<file path="src/rtl/imm_pkg.sv">
// Shared encodings and entry layout for the immediate extender.
// Optional MOVK/MOVN support is enabled by defining IMM_MOVK_EN.
package imm_pkg;

    localparam logic [2:0] IMM_B    = 3'b000;
    localparam logic [2:0] IMM_CBZ  = 3'b001;
    localparam logic [2:0] IMM_I    = 3'b010;
    localparam logic [2:0] IMM_D    = 3'b011;
    localparam logic [2:0] IMM_IW   = 3'b100;
    localparam logic [2:0] IMM_MOVK = 3'b101;
    localparam logic [2:0] IMM_MOVN = 3'b110;

    localparam int IMM_DW = 64;

    // Buffer slot layout at the native width; the FIFO packs {data, err} the same way.
    typedef struct packed {
        logic [IMM_DW-1:0] data;
        logic              err;
    } imm_entry_t;

endpackage

</file>
<file path="src/rtl/imm_skid_fifo.sv">
// Two-entry FIFO between the extender and execute; absorbs one cycle of backpressure
// without any combinational path from pop to the full indication.
module imm_skid_fifo #(
    parameter int W = 65
) (
    input  logic         clk,
    input  logic         rst,
    input  logic         push,
    input  logic         pop,
    input  logic [W-1:0] din,
    output logic [W-1:0] dout,
    output logic [1:0]   count
);

    logic [W-1:0] mem [2];
    logic         wr_ptr;
    logic         rd_ptr;
    logic         do_push;
    logic         do_pop;

    assign do_push = push && (count != 2'd2);
    assign do_pop  = pop && (count != 2'd0);
    assign dout    = mem[rd_ptr];

    always_ff @(posedge clk) begin
        if (rst) begin
            mem[0] <= '0;
            mem[1] <= '0;
            wr_ptr <= 1'b0;
            rd_ptr <= 1'b0;
            count  <= 2'd0;
        end else begin
            if (do_push) begin
                mem[wr_ptr] <= din;
                wr_ptr      <= ~wr_ptr;
            end
            if (do_pop)
                rd_ptr <= ~rd_ptr;
            case ({do_push, do_pop})
                2'b10:   count <= count + 2'd1;
                2'b01:   count <= count - 2'd1;
                default: count <= count;
            endcase
        end
    end

endmodule

</file>
<file path="src/rtl/imm_extend_pipe.sv">
// Immediate extender: decodes Ctrl, extends Imm26 to DATA_WIDTH, buffers {data, err}.
// Define IMM_MOVK_EN to enable the MOVK (101) and MOVN (110) forms.
module imm_extend_pipe
    import imm_pkg::*;
#(
    parameter int DATA_WIDTH = 64,
    parameter int ERR_CNT_W  = 8
) (
    input  logic                  CLK,
    input  logic                  Reset,
    input  logic                  in_valid,
    output logic                  in_ready,
    input  logic [25:0]           Imm26,
    input  logic [2:0]            Ctrl,
    input  logic [DATA_WIDTH-1:0] RegOld,
    output logic                  out_valid,
    input  logic                  out_ready,
    output logic [DATA_WIDTH-1:0] BusImm,
    output logic                  out_err,
    output logic [ERR_CNT_W-1:0]  err_count
);

    logic [1:0]            hw;
    logic [5:0]            sh;
    logic                  hw_ok;
    logic [DATA_WIDTH-1:0] movz;
    logic [DATA_WIDTH-1:0] ext_data;
    logic                  ext_err;
    logic                  push;
    logic                  pop;
    logic [1:0]            count;

    assign hw    = Imm26[22:21];
    assign sh    = {hw, 4'b0000};
    assign hw_ok = ({30'd0, hw} < 32'(DATA_WIDTH / 16));
    assign movz  = DATA_WIDTH'(Imm26[20:5]) << sh;

`ifdef IMM_MOVK_EN
    logic [DATA_WIDTH-1:0] kmask;
    assign kmask = DATA_WIDTH'(16'hFFFF) << sh;
`else
    logic unused_regold;
    assign unused_regold = ^RegOld;
`endif

    always_comb begin
        ext_data = '0;
        ext_err  = 1'b0;
        case (Ctrl)
            IMM_B:   ext_data = {{(DATA_WIDTH-26){Imm26[25]}}, Imm26};
            IMM_CBZ: ext_data = {{(DATA_WIDTH-19){Imm26[23]}}, Imm26[23:5]};
            IMM_I:   ext_data = {{(DATA_WIDTH-12){1'b0}}, Imm26[21:10]};
            IMM_D:   ext_data = {{(DATA_WIDTH-9){Imm26[20]}}, Imm26[20:12]};
            IMM_IW: begin
                if (hw_ok) ext_data = movz;
                else       ext_err  = 1'b1;
            end
`ifdef IMM_MOVK_EN
            // Out-of-range MOVK leaves the register untouched rather than zeroing it.
            IMM_MOVK: begin
                if (hw_ok) ext_data = (RegOld & ~kmask) | movz;
                else begin
                    ext_data = RegOld;
                    ext_err  = 1'b1;
                end
            end
            IMM_MOVN: begin
                if (hw_ok) ext_data = ~movz;
                else       ext_err  = 1'b1;
            end
`endif
            default: ext_err = 1'b1;
        endcase
    end

    assign in_ready  = (count != 2'd2);
    assign out_valid = (count != 2'd0);
    assign push      = in_valid && in_ready;
    assign pop       = out_valid && out_ready;

    imm_skid_fifo #(.W(DATA_WIDTH + 1)) u_fifo (
        .clk   (CLK),
        .rst   (Reset),
        .push  (push),
        .pop   (pop),
        .din   ({ext_data, ext_err}),
        .dout  ({BusImm, out_err}),
        .count (count)
    );

    always_ff @(posedge CLK) begin
        if (Reset)
            err_count <= '0;
        else if (push && ext_err && (err_count != {ERR_CNT_W{1'b1}}))
            err_count <= err_count + 1'b1;
    end

endmodule

</file>
<file path="config.mk">
export PLATFORM = sky130hd
export DESIGN_NAME = imm_extend_pipe
export DESIGN_NICKNAME = d
export VERILOG_FILES = /design/src/rtl/imm_pkg.sv /design/src/rtl/imm_skid_fifo.sv /design/src/rtl/imm_extend_pipe.sv
export SDC_FILE = /design/constraint.sdc
export NUM_CORES = 1
export LEC_CHECK = 0
export BUFFER_PORTS_ARGS = -buffer_cell sky130_fd_sc_hd__buf_2
export CORE_ASPECT_RATIO = 1.2
export CORE_UTILIZATION = 35
export DETAILED_ROUTE_END_ITERATION = 10
export PLACE_DENSITY = 0.62
export SLEW_MARGIN = 20
export SYNTH_ARGS = -nofsm -noshare
export SYNTH_HDL_FRONTEND = slang
export SYNTH_SLANG_ARGS = --single-unit
</file>
<file path="constraint.sdc">
create_clock -name CLK -period 4.6 [get_ports CLK]
set_input_delay 0.69 -clock CLK [delete_from_list [all_inputs] [get_ports CLK]]
set_output_delay 0.69 -clock CLK [all_outputs]
set_load 0.05 [all_outputs]
</file>
Yosys cells after proc, flatten, opt, wreduce, memory -nomap -nowiden:

Memories as Yosys holds them, arrays and structs flattened. A register that Yosys moved wholly into a read port is not among the register bits.
Index checks and enable logic that the tools add are counted.

* bits in registers: 12
* memories: 1
* output and inout port bits: 75
* bits in writable memories: 130

* $add $sub $neg: 3
* bitwise gates (word level): 2
* reductions and logical operators: 11
* equal/unequal tests: 8
* muxes and demuxes: 13
* shifts and indexed selects: 1

Memories
* u_fifo.mem: depth 2, width 65, read ports 1, clocked after Yosys merged registers in 1, wr ports 2, RTL line imm_skid_fifo.sv:15 `logic [W-1:0] mem [2];`

Operator list (count)
* $pmux W64 S5: 1
* $mux W65: 1
* $reduce_or A65 Y1: 1
* $shl A16 B6 Y64: 1
* $mux W1: 10
* $add A8 B1 Y8 const B: 1
* $ne A8 B8 Y1 const B: 1
* $eq A3 B2 Y1 const B: 2
* $logic_and A1 B1 Y1: 6
* $reduce_or A5 Y1: 1
* $pmux W2 S2: 1
* $reduce_bool A2 Y1: 2
* $eq A3 B1 Y1 const B: 1
* $eq A3 B3 Y1 const B: 1
* $logic_not A3 Y1: 1
* $add A2 B1 Y2 const B: 1
* $eq A2 B1 Y1 const B: 1
* $eq A2 B2 Y1 const B: 1
* $ne A2 B2 Y1 const B: 1
* $not A1 Y1: 2
* $sub A2 B1 Y2 const B: 1

Longest topological paths before layout:

Gate-level depths: netlist of run 1.

* depth after elaboration: 8
* mapped depth: 6

By module:

From an unflattened synthesis of run 1, not the netlist that was laid out.

* cell total of the unflattened synthesis: 645
* area total of the unflattened synthesis: 7502.2 µm²

Modules (own cells, without submodules)
* imm_skid_fifo: area each 5950.7 µm², sequential area each 4003.8 µm², instances 1, cells each 443
* imm_extend_pipe: area each 1551.5 µm², sequential area each 160.2 µm², instances 1, cells each 202

Worst setup path before layout of run 1:

No wires, ideal clock.

* kind: input-to-reg
* start: in in_valid
* end: mem u_fifo.mem[0][0], enable pin
* setup time: 0.501 ns
* stages: 2
* data arrival time: 3.790 ns
* slack: 0.309 ns
* cells stage by stage: nand2_2 -> o21bai_1

RTL lines
* start: declaration: RTL line imm_extend_pipe.sv:11 `input logic in_valid,`
* end: declaration: RTL line imm_skid_fifo.sv:15

==> impl_metrics.env, run 1 <==
export IMPL_outcome="finished clean"
export IMPL_p_sw_mw=1.77
export IMPL_hold_depth=2
export IMPL_synth_simple_gate_area_frac=0.109
export IMPL_nets=756
export IMPL_fmax_mhz=358
export IMPL_grt_pass1_vias=4661
export IMPL_ff2ff_path_depth=4
export IMPL_drtIter0Drc=438
export IMPL_cts_buffers=17
export IMPL_ctsResizeCount=0
export IMPL_async_flop_share=0
export IMPL_ys_warn_count=0
export IMPL_grt_overflow_total=0
export IMPL_clk_path_buf_depth=2
export IMPL_leakage_nw=3.06
export IMPL_max_cap_violations=0
export IMPL_arrival_ns=2.11
export IMPL_grt_busiest_layer="met2"
export IMPL_power_density_nw_per_um2=564
export IMPL_initial_utilization=0.358
export IMPL_cell_internal_pwr_mw=2.89
export IMPL_synth_main_ff_cell="edfxtp_1"
export IMPL_synth_xor_area_frac=0.00501
export IMPL_dieHeight_microns=157
export IMPL_synth_top_cell_area_share=0.558
export IMPL_rsz0062_at_grt="false"
export IMPL_clk_pin_slew_ns=0.06
export IMPL_clkPwrFrac=0.297
export IMPL_finalHoldViolations=0
export IMPL_avgViaCountPerCell=5.39
export IMPL_synthMuxAreaShare=0.126
export IMPL_port_buffer_count=107
export IMPL_grtUsageMet3=0.0537
export IMPL_maxSlewHeadroom=0.392
export IMPL_syn_to_final_growth_pct=18.0
export IMPL_r2r_end="u_fifo.mem[0][3]"
export IMPL_cts_tree="done"
export IMPL_combPwrFrac=0.346
export IMPL_crit_reg2reg_launch="u_fifo.count[0]"
export IMPL_gp_congestion=0.782
export IMPL_grtUsageMet2=0.300
export IMPL_clock_root_buffer="clkbuf_16"
export IMPL_synth_distinct_cells=53
export IMPL_end_kind="output pin"
export IMPL_core_area_sq_um=19500
export IMPL_cts_hold_buf=0
export IMPL_netlist_area_sq_um=7000
export IMPL_final_setup_tns_ns=0
export IMPL_drive_gt1_frac=0.337
export IMPL_grtUsageMet1=0.219
export IMPL_switching_share=0.380
export IMPL_final_util=0.422
export IMPL_yosysMostFrequentCell="edfxtp_1"
export IMPL_clock_latency_ns=0.42
export IMPL_synth_edf_count=130
export IMPL_holdPathEnd="u_fifo.rd_ptr"
export IMPL_htreeDepth=4
export IMPL_dr_pass1_iters=5
export IMPL_syn_inst=577
export IMPL_yosysSeqAreaShare=0.595
export IMPL_reg2reg_setup_slack_ns=2.24
export IMPL_wl_per_cell_microns=19.4
export IMPL_fp_row_count=56
export IMPL_path_class="reg2out"
export IMPL_die_w_microns=131
export IMPL_grt_pass1_wl_mm=26.5
export IMPL_synth_top_family_by_area="multiplexers"
export IMPL_syn_avg_cell_area_sq_um=12.1
export IMPL_synth_compound_area_frac=0.122
export IMPL_routed_wl_mm=18.1
export IMPL_dp_hpwl_mm=11.0
export IMPL_netlist_top_cell_by_area="edfxtp_1"
export IMPL_ir_drop_mv=0.309
export IMPL_ios=172
export IMPL_skew_ns=0.00719
export IMPL_synth_fa_ha_area_frac=0.00358
export IMPL_crit_path_start_kind="flip-flop"
export IMPL_postCtsSetupBuffers=0
export IMPL_holdCritPathClass="reg2reg"
export IMPL_syn_nets=676
export IMPL_drc=0
export IMPL_die_area_sq_um=20600
export IMPL_ant_nets=0
export IMPL_grtUsageTotal=0.178
export IMPL_grt_max_degree=79
export IMPL_ys_top_cells_by_count="edfxtp_1, a21oi_1, mux2_2, nor2_1, nand2_1"
export IMPL_maxSlewViolCount=0
export IMPL_clock_sinks=143
export IMPL_vias=5026
export IMPL_worst_pin_slew_ns=0.908
export IMPL_setup_viol=0
export IMPL_antenna_found_initial=2
export IMPL_ys_top_cells_by_area="edfxtp_1, mux2_2, a21oi_1"
export IMPL_cp_required_ns=3.91
export IMPL_synth_ff_latch_count=143
export IMPL_hp_start="u_fifo.rd_ptr"
export IMPL_finalCritPeriodShare=0.608
export IMPL_cp_max_fo=65
export IMPL_fin_crit_ns=2.80
export IMPL_p_seq_frac=0.356
[cell families (layout without fill, tap and decap cells)]
kind of cell,after synthesis,after routing
simple gates,148,148
compound gates,146,146
flops,143,143
mux,79,79
buf+inv,55,148
xor+xnor,4,4
fa+ha+maj,2,2
other cells,0,1
[power by group through the flow]
stage                     Clock, mW  Sequential [mW]  Combinational, mW
after global routing           1.45             1.68               1.70
after floorplan                   0             1.69               1.28
after CTS                      1.41             1.66               1.63
final                          1.39             1.66               1.61
after detailed placement          0             1.69               1.63
after global placement            0             1.68               1.61
[layout by cell type, fill, tap and decap left out, types with 4 or more instances in the layout]
cell type	netlist	routed
a21oi_1	89	89
o21ai_0	16	16
clkbuf_16	0	17
o2bb2ai_1	6	6
buf_2	26	107
nor2b_1	14	14
clkinvlp_4	0	4
nand3_1	12	12
buf_4	5	6
mux2i_1	11	11
mux2_2	67	67
nand2_1	43	42
dfxtp_1	13	12
edfxtp_1	130	130
a221oi_1	5	5
a22oi_1	18	18
nor2_1	46	46
[how the worst max path moves through the flow]
| stage | end | depth (start not counted) |
|---|---|---|
| 2_1_floorplan | u_fifo.mem[0][0] | 2 |
| 6_report | BusImm[26] | 3 |
| 3_5_place_dp | u_fifo.mem[0][61] | 6 |
| 3_3_place_gp | u_fifo.mem[1][61] | 6 |
| 4_1_cts | BusImm[45] | 3 |
| 5_1_grt | BusImm[8] | 3 |
[per-layer routing]
layer,up-vias,share of wire
li1,2327,-
met1,2480,0.41
met2,201,0.50
met3,18,0.081
met4,0,0.0097
met5,-,0
[worst max-delay path: stages, from the launching register on]
cell and delay [ns]:
dfxtp_2 0.31, buf_4 0.69, mux2_2 0.45, buf_2 0.22
[sequential cells by signal, summed over array words and instances, names as in the netlist, named ones only]
register       flops
u_fifo.wr_ptr      1
u_fifo.mem       130
err_count          8
u_fifo.rd_ptr      1
u_fifo.count       2
[final cells by class]
class / instances / area (sq um)
Clock inverter: 15 / 169
Fill cell: 1864 / 11300
Timing Repair Buffer: 113 / 581
Tap cell: 261 / 327
Antenna cell: 1 / 2.50
Sequential cell: 143 / 4170
Multi-Input combinational cell: 379 / 2580
Clock buffer: 17 / 425
Inverter: 3 / 11.3
[per-stage QoR]
step                setup slack [ns]  total power, mW  hold slack (ns)  std cells  area, sq um
finish                          1.80             4.66            0.516        932         8260
CTS                             1.76             4.70            0.518        931         8250
detailed placement              1.62             3.32            0.505        899         7660
global route                    1.71             4.83            0.537        931         8250
floorplan                      0.309             2.96            0.462        577         7000
global placement                1.74             3.29            0.483        899         7660
Power figures use the tool's default switching activity.
==> run 2: changes to the inputs <==
--- a/config.mk
+++ b/config.mk
@@ -9,7 +9,7 @@
 export CORE_ASPECT_RATIO = 1.2
 export CORE_UTILIZATION = 35
 export DETAILED_ROUTE_END_ITERATION = 10
-export PLACE_DENSITY = 0.62
+export PLACE_DENSITY = 0.64
 export SLEW_MARGIN = 20
 export SYNTH_ARGS = -nofsm -noshare
 export SYNTH_HDL_FRONTEND = slang
==> constraint.sdc (replaced) <==
create_clock -name CLK -period 2.5 [get_ports CLK]
set_input_delay 0.375 -clock CLK [delete_from_list [all_inputs] [get_ports CLK]]
set_output_delay 0.375 -clock CLK [all_outputs]
set_load 0.05 [all_outputs]
==> impl_metrics.env, run 2 (synthesis gave the netlist of run 1 again) <==
export IMPL_fp_row_count=56
export IMPL_setup_viol=0
export IMPL_hold_ws_ns=0.303
export IMPL_end_kind="output pin"
export IMPL_holdCritPathClass="in2reg"
export IMPL_clock_sinks=143
export IMPL_syn_to_final_growth_pct=21.5
export IMPL_worst_pin_slew_ns=0.774
export IMPL_die_w_microns=131
export IMPL_clock_latency_ns=0.42
export IMPL_grt_pass1_vias=4670
export IMPL_power_mw=8.90
export IMPL_grt_max_degree=79
export IMPL_rsz0062_at_grt="false"
export IMPL_nets=767
export IMPL_arrival_ns=1.91
export IMPL_clock_root_buffer="clkbuf_16"
export IMPL_critPathBufInv=2
export IMPL_cp_required_ns=2.12
export IMPL_largest_register="u_fifo.mem"
export IMPL_core_area_sq_um=19500
export IMPL_maxSlewViolCount=0
export IMPL_cts_hold_buf=0
export IMPL_holdPathEnd="u_fifo.count[0]"
export IMPL_leakage_nw=3.18
export IMPL_grt_pass1_wl_mm=27.1
export IMPL_crit_reg2reg_launch="u_fifo.count[0]"
export IMPL_cts_buffers=17
export IMPL_top_regs="u_fifo.mem: 130 flops, err_count: 8 flops, u_fifo.count: 2 flops"
export IMPL_p_seq_frac=0.347
export IMPL_max_cap_violations=0
export IMPL_grtUsageTotal=0.182
export IMPL_finalCritPeriodShare=0.912
export IMPL_avgViaCountPerCell=5.32
export IMPL_drive_gt1_frac=0.347
export IMPL_reg2reg_setup_slack_ns=0.57
export IMPL_place_area_sq_um=7860
export IMPL_cpPeakStageDelay_ns=0.60
export IMPL_die_area_sq_um=20600
export IMPL_r2r_end="u_fifo.mem[0][43]"
export IMPL_antenna_found_initial=2
export IMPL_final_cell_mix="edfxtp_1, buf_2, a21oi_1"
export IMPL_fin_crit_ns=2.28
export IMPL_cp_depth=3
export IMPL_wl_per_cell_microns=19.1
export IMPL_maxSlewHeadroom=0.482
export IMPL_cell_internal_pwr_mw=5.61
export IMPL_hp_start="Reset"
export IMPL_finalHoldViolations=0
export IMPL_p_sw_mw=3.29
export IMPL_drtIter0Drc=437
export IMPL_cts_tree="done"
export IMPL_fmax_mhz=439
export IMPL_grt_overflow_total=0
export IMPL_cp_max_fo=29
export IMPL_port_buffer_count=107
export IMPL_switching_share=0.370
export IMPL_ctsResizeCount=0
export IMPL_dp_hpwl_mm=11.1
export IMPL_final_common_cell="edfxtp_1"
export IMPL_grt_busiest_layer="met2"
export IMPL_clk_path_buf_depth=2
export IMPL_gp_congestion=0.781
export IMPL_combPwrFrac=0.343
export IMPL_outcome="finished clean"
export IMPL_postCtsSetupBuffers=0
export IMPL_grtUsageMet1=0.230
export IMPL_crit_path_start_kind="flip-flop"
export IMPL_path_class="reg2out"
export IMPL_htreeDepth=4
export IMPL_skew_ns=0.00763
export IMPL_grtUsageMet2=0.289
export IMPL_power_density_nw_per_um2=1050
export IMPL_slowest_stage="dfxtp_2"
export IMPL_clkPwrFrac=0.311
export IMPL_crit_family="flip-flops"
export IMPL_dieHeight_microns=157
export IMPL_drc=0
export IMPL_ios=172
export IMPL_clk_pin_slew_ns=0.06
export IMPL_hold_depth=2
export IMPL_cp_cell_sequence="buf_12, mux2_2, buf_2"
export IMPL_grtUsageMet3=0.0485
export IMPL_ff2ff_path_depth=4
export IMPL_ir_drop_mv=0.428
export IMPL_largest_reg_flops=130
export IMPL_vias=5015
export IMPL_ant_nets=0
export IMPL_dr_pass1_iters=5
export IMPL_final_setup_tns_ns=0
export IMPL_final_area_sq_um=8500
export IMPL_initial_utilization=0.358
export IMPL_routed_wl_mm=18.0
==> run 2: how the worst max path moves through the flow <==
| stage | from | to | slack [ns] |
|---|---|---|---|
| finish | flip-flop | BusImm[46] | 0.22 |
| floorplan | u_fifo.count[0] | u_fifo.mem[0][0] | 0.32 |
| detailed placement | Ctrl[1] | u_fifo.mem[0][15] | 0.50 |
| global placement | Ctrl[1] | u_fifo.mem[1][15] | 0.54 |
| global route | flip-flop | BusImm[34] | 0.18 |
| CTS | flip-flop | BusImm[30] | 0.20 |
==> run 2: cell type report <==
| class | count | area, sq um |
|---|---|---|
| repair buffers | 124 | 776 |
| inverters | 3 | 11.3 |
| well taps | 261 | 327 |
| fillers | 1802 | 11000 |
| clock buffers | 18 | 429 |
| clock inverters | 14 | 213 |
| diodes | 1 | 2.50 |
| flip-flops and latches | 143 | 4170 |
| multi-input cells | 379 | 2580 |
==> run 2: metrics by stage <==
step | utilization | setup slack, ns | instances
2_1_floorplan | - | 0.318 | 577
3_3_place_gp | 0.402 | 0.543 | 910
3_5_place_dp | 0.402 | 0.497 | 910
4_1_cts | 0.435 | 0.205 | 942
5_1_grt | 0.435 | 0.177 | 942
6_report | 0.435 | 0.220 | 943
==> run 2: metal layers <==
layer / up-vias / part of all wire
met3: 30 / 0.074
met5: - / 0.00067
li1: 2353 / -
met1: 2455 / 0.40
met4: 2 / 0.028
met2: 175 / 0.49
==> run 2: power by group through the flow <==
stage / Clock, mW / Sequential (mW) / Combinational (mW)
after global routing: 2.91 / 3.12 / 3.21
after global placement: 0 / 3.13 / 3.08
after CTS: 2.80 / 3.09 / 3.08
after detailed placement: 0 / 3.14 / 3.07
final: 2.77 / 3.09 / 3.05
after floorplan: 0 / 3.09 / 2.35
==> run 3: changes to the inputs <==
--- a/config.mk
+++ b/config.mk
@@ -8,8 +8,10 @@
 export BUFFER_PORTS_ARGS = -buffer_cell sky130_fd_sc_hd__buf_2
 export CORE_ASPECT_RATIO = 1.2
 export CORE_UTILIZATION = 35
+export CTS_BUF_LIST = sky130_fd_sc_hd__clkbuf_16
 export DETAILED_ROUTE_END_ITERATION = 10
 export PLACE_DENSITY = 0.64
+export SKIP_CTS_REPAIR_TIMING = 1
 export SLEW_MARGIN = 20
 export SYNTH_ARGS = -nofsm -noshare
 export SYNTH_HDL_FRONTEND = slang
==> impl_metrics.env, run 3 (synthesis gave the netlist of run 1 again) <==
export IMPL_outcome="finished clean"
export IMPL_crit_reg2reg_launch="u_fifo.count[0]"
export IMPL_core_area_sq_um=19500
export IMPL_crit_end="BusImm[46]"
export IMPL_port_buffer_count=107
export IMPL_dp_hpwl_mm=11.1
export IMPL_r2r_end="u_fifo.mem[0][43]"
export IMPL_initial_utilization=0.358
export IMPL_dr_pass1_iters=5
export IMPL_clock_sinks=143
export IMPL_final_area_sq_um=8500
export IMPL_fin_crit_ns=2.28
export IMPL_antenna_found_initial=2
export IMPL_max_cap_violations=0
export IMPL_drc=0
export IMPL_grt_pass1_vias=4670
export IMPL_end_kind="output pin"
export IMPL_fp_row_count=56
export IMPL_final_common_cell="edfxtp_1"
export IMPL_skew_ns=0.00763
export IMPL_power_density_nw_per_um2=1050
export IMPL_largest_register="u_fifo.mem"
export IMPL_setup_viol=0
export IMPL_num_fill_cells=1802
export IMPL_clock_root_buffer="clkbuf_16"
export IMPL_leakage_nw=3.19
export IMPL_multi_input_area_sq_um=2580
export IMPL_nets=767
export IMPL_cp_max_fo=29
export IMPL_ant_nets=0
export IMPL_routed_wl_mm=18.0
export IMPL_final_setup_tns_ns=0
export IMPL_holdCritPathClass="in2reg"
export IMPL_cp_required_ns=2.12
export IMPL_finalHoldViolations=0
export IMPL_ir_drop_mv=0.428
export IMPL_fmax_mhz=439
export IMPL_slowest_stage="dfxtp_2"
export IMPL_cts_buffers=17
export IMPL_wl_per_cell_microns=19.1
export IMPL_grt_max_degree=79
export IMPL_maxSlewViolCount=0
export IMPL_arrival_ns=1.91
export IMPL_ios=172
export IMPL_maxSlewHeadroom=0.482
export IMPL_rsz0062_at_grt="false"
export IMPL_worst_pin_slew_ns=0.774
export IMPL_die_w_microns=131
export IMPL_place_area_sq_um=7860
export IMPL_path_class="reg2out"
export IMPL_gp_congestion=0.781
export IMPL_htreeDepth=4
export IMPL_cts_tree="done"
export IMPL_dieHeight_microns=157
export IMPL_syn_to_final_growth_pct=21.5
export IMPL_avgViaCountPerCell=5.32
export IMPL_drtIter0Drc=437
export IMPL_top_regs="u_fifo.mem: 130 flops, err_count: 8 flops, u_fifo.count: 2 flops"
export IMPL_clk_pin_slew_ns=0.06
export IMPL_finalCritPeriodShare=0.912
export IMPL_cp_cell_sequence="buf_12, mux2_2, buf_2"
export IMPL_seq_area_sq_um=4170
export IMPL_grt_overflow_total=0
export IMPL_ff2ff_path_depth=4
export IMPL_vias=5015
export IMPL_drive_gt1_frac=0.347
export IMPL_reg2reg_setup_slack_ns=0.57
export IMPL_die_area_sq_um=20600
export IMPL_clock_latency_ns=0.42
export IMPL_clk_path_buf_depth=2
export IMPL_largest_reg_flops=130
export IMPL_final_cell_mix="edfxtp_1, buf_2, a21oi_1"
export IMPL_grtUsageTotal=0.182
export IMPL_cpPeakStageDelay_ns=0.60
export IMPL_grt_pass1_wl_mm=27.1
export IMPL_crit_path_start_kind="flip-flop"
-- run 3: cell count changes in the layout (fill, tap and decap cells not counted) --
cell | previous run | this run
clkbuf_1 | 1 | 0
inv_1 | 2 | 3
-- run 3: final cells by class --
class / count / share of cell area
Sequential cell: 143 / 0.490
Multi-Input combinational cell: 379 / 0.303
Timing Repair Buffer: 124 / 0.0913
Clock buffer: 17 / 0.0501
Tap cell: 261 / 0.0384
Clock inverter: 15 / 0.0255
Inverter: 3 / 0.00132
Antenna cell: 1 / 0.000294
-- run 3: worst min-delay path by stage --
| stage | cells past startpoint | slack (ns) | start | end |
|---|---|---|---|---|
| 2_1_floorplan | 1 | 0.44 | Reset | err_count[4] |
| 3_3_place_gp | 2 | 0.48 | u_fifo.count[1] | u_fifo.count[1] |
| 5_1_grt | 2 | 0.31 | Reset | u_fifo.count[0] |
| 3_5_place_dp | 2 | 0.50 | u_fifo.count[1] | u_fifo.count[1] |
| 4_1_cts | 2 | 0.29 | Reset | u_fifo.count[0] |
| 6_report | 2 | 0.30 | Reset | u_fifo.count[0] |
-- run 3: critical path: cells and delay by family (launching register included) --
kind	cells	cell delay, ns
flip-flops	1	0.60
buffers and inverters	2	0.48
multiplexers	1	0.38
-- run 3: metrics by stage --
| stage | power, mW | setup WS [ns] | util | hold WS, ns | std cells |
|---|---|---|---|---|---|
| 3_3_place_gp | 6.20 | 0.543 | 0.402 | 0.480 | 910 |
| 2_1_floorplan | 5.44 | 0.318 | - | 0.444 | 577 |
| 5_1_grt | 9.23 | 0.177 | 0.435 | 0.308 | 942 |
| 3_5_place_dp | 6.21 | 0.497 | 0.402 | 0.495 | 910 |
| 4_1_cts | 8.97 | 0.205 | 0.435 | 0.294 | 942 |
| 6_report | 8.90 | 0.220 | 0.435 | 0.303 | 943 |
-- run 3: power breakdown --
part / internal [mW] / switching (mW)
registers: 2.96 / 0.126
logic: 0.879 / 2.17
clock network: 1.77 / 0.997
-- run 3: layer usage --
layer  GRT usage  share of wire  vias up
li1            -              -     2353
met1       0.230           0.40     2455
met2       0.289           0.49      175
met3      0.0485          0.074       30
met4      0.0859          0.028        2
met5           0        0.00067        -
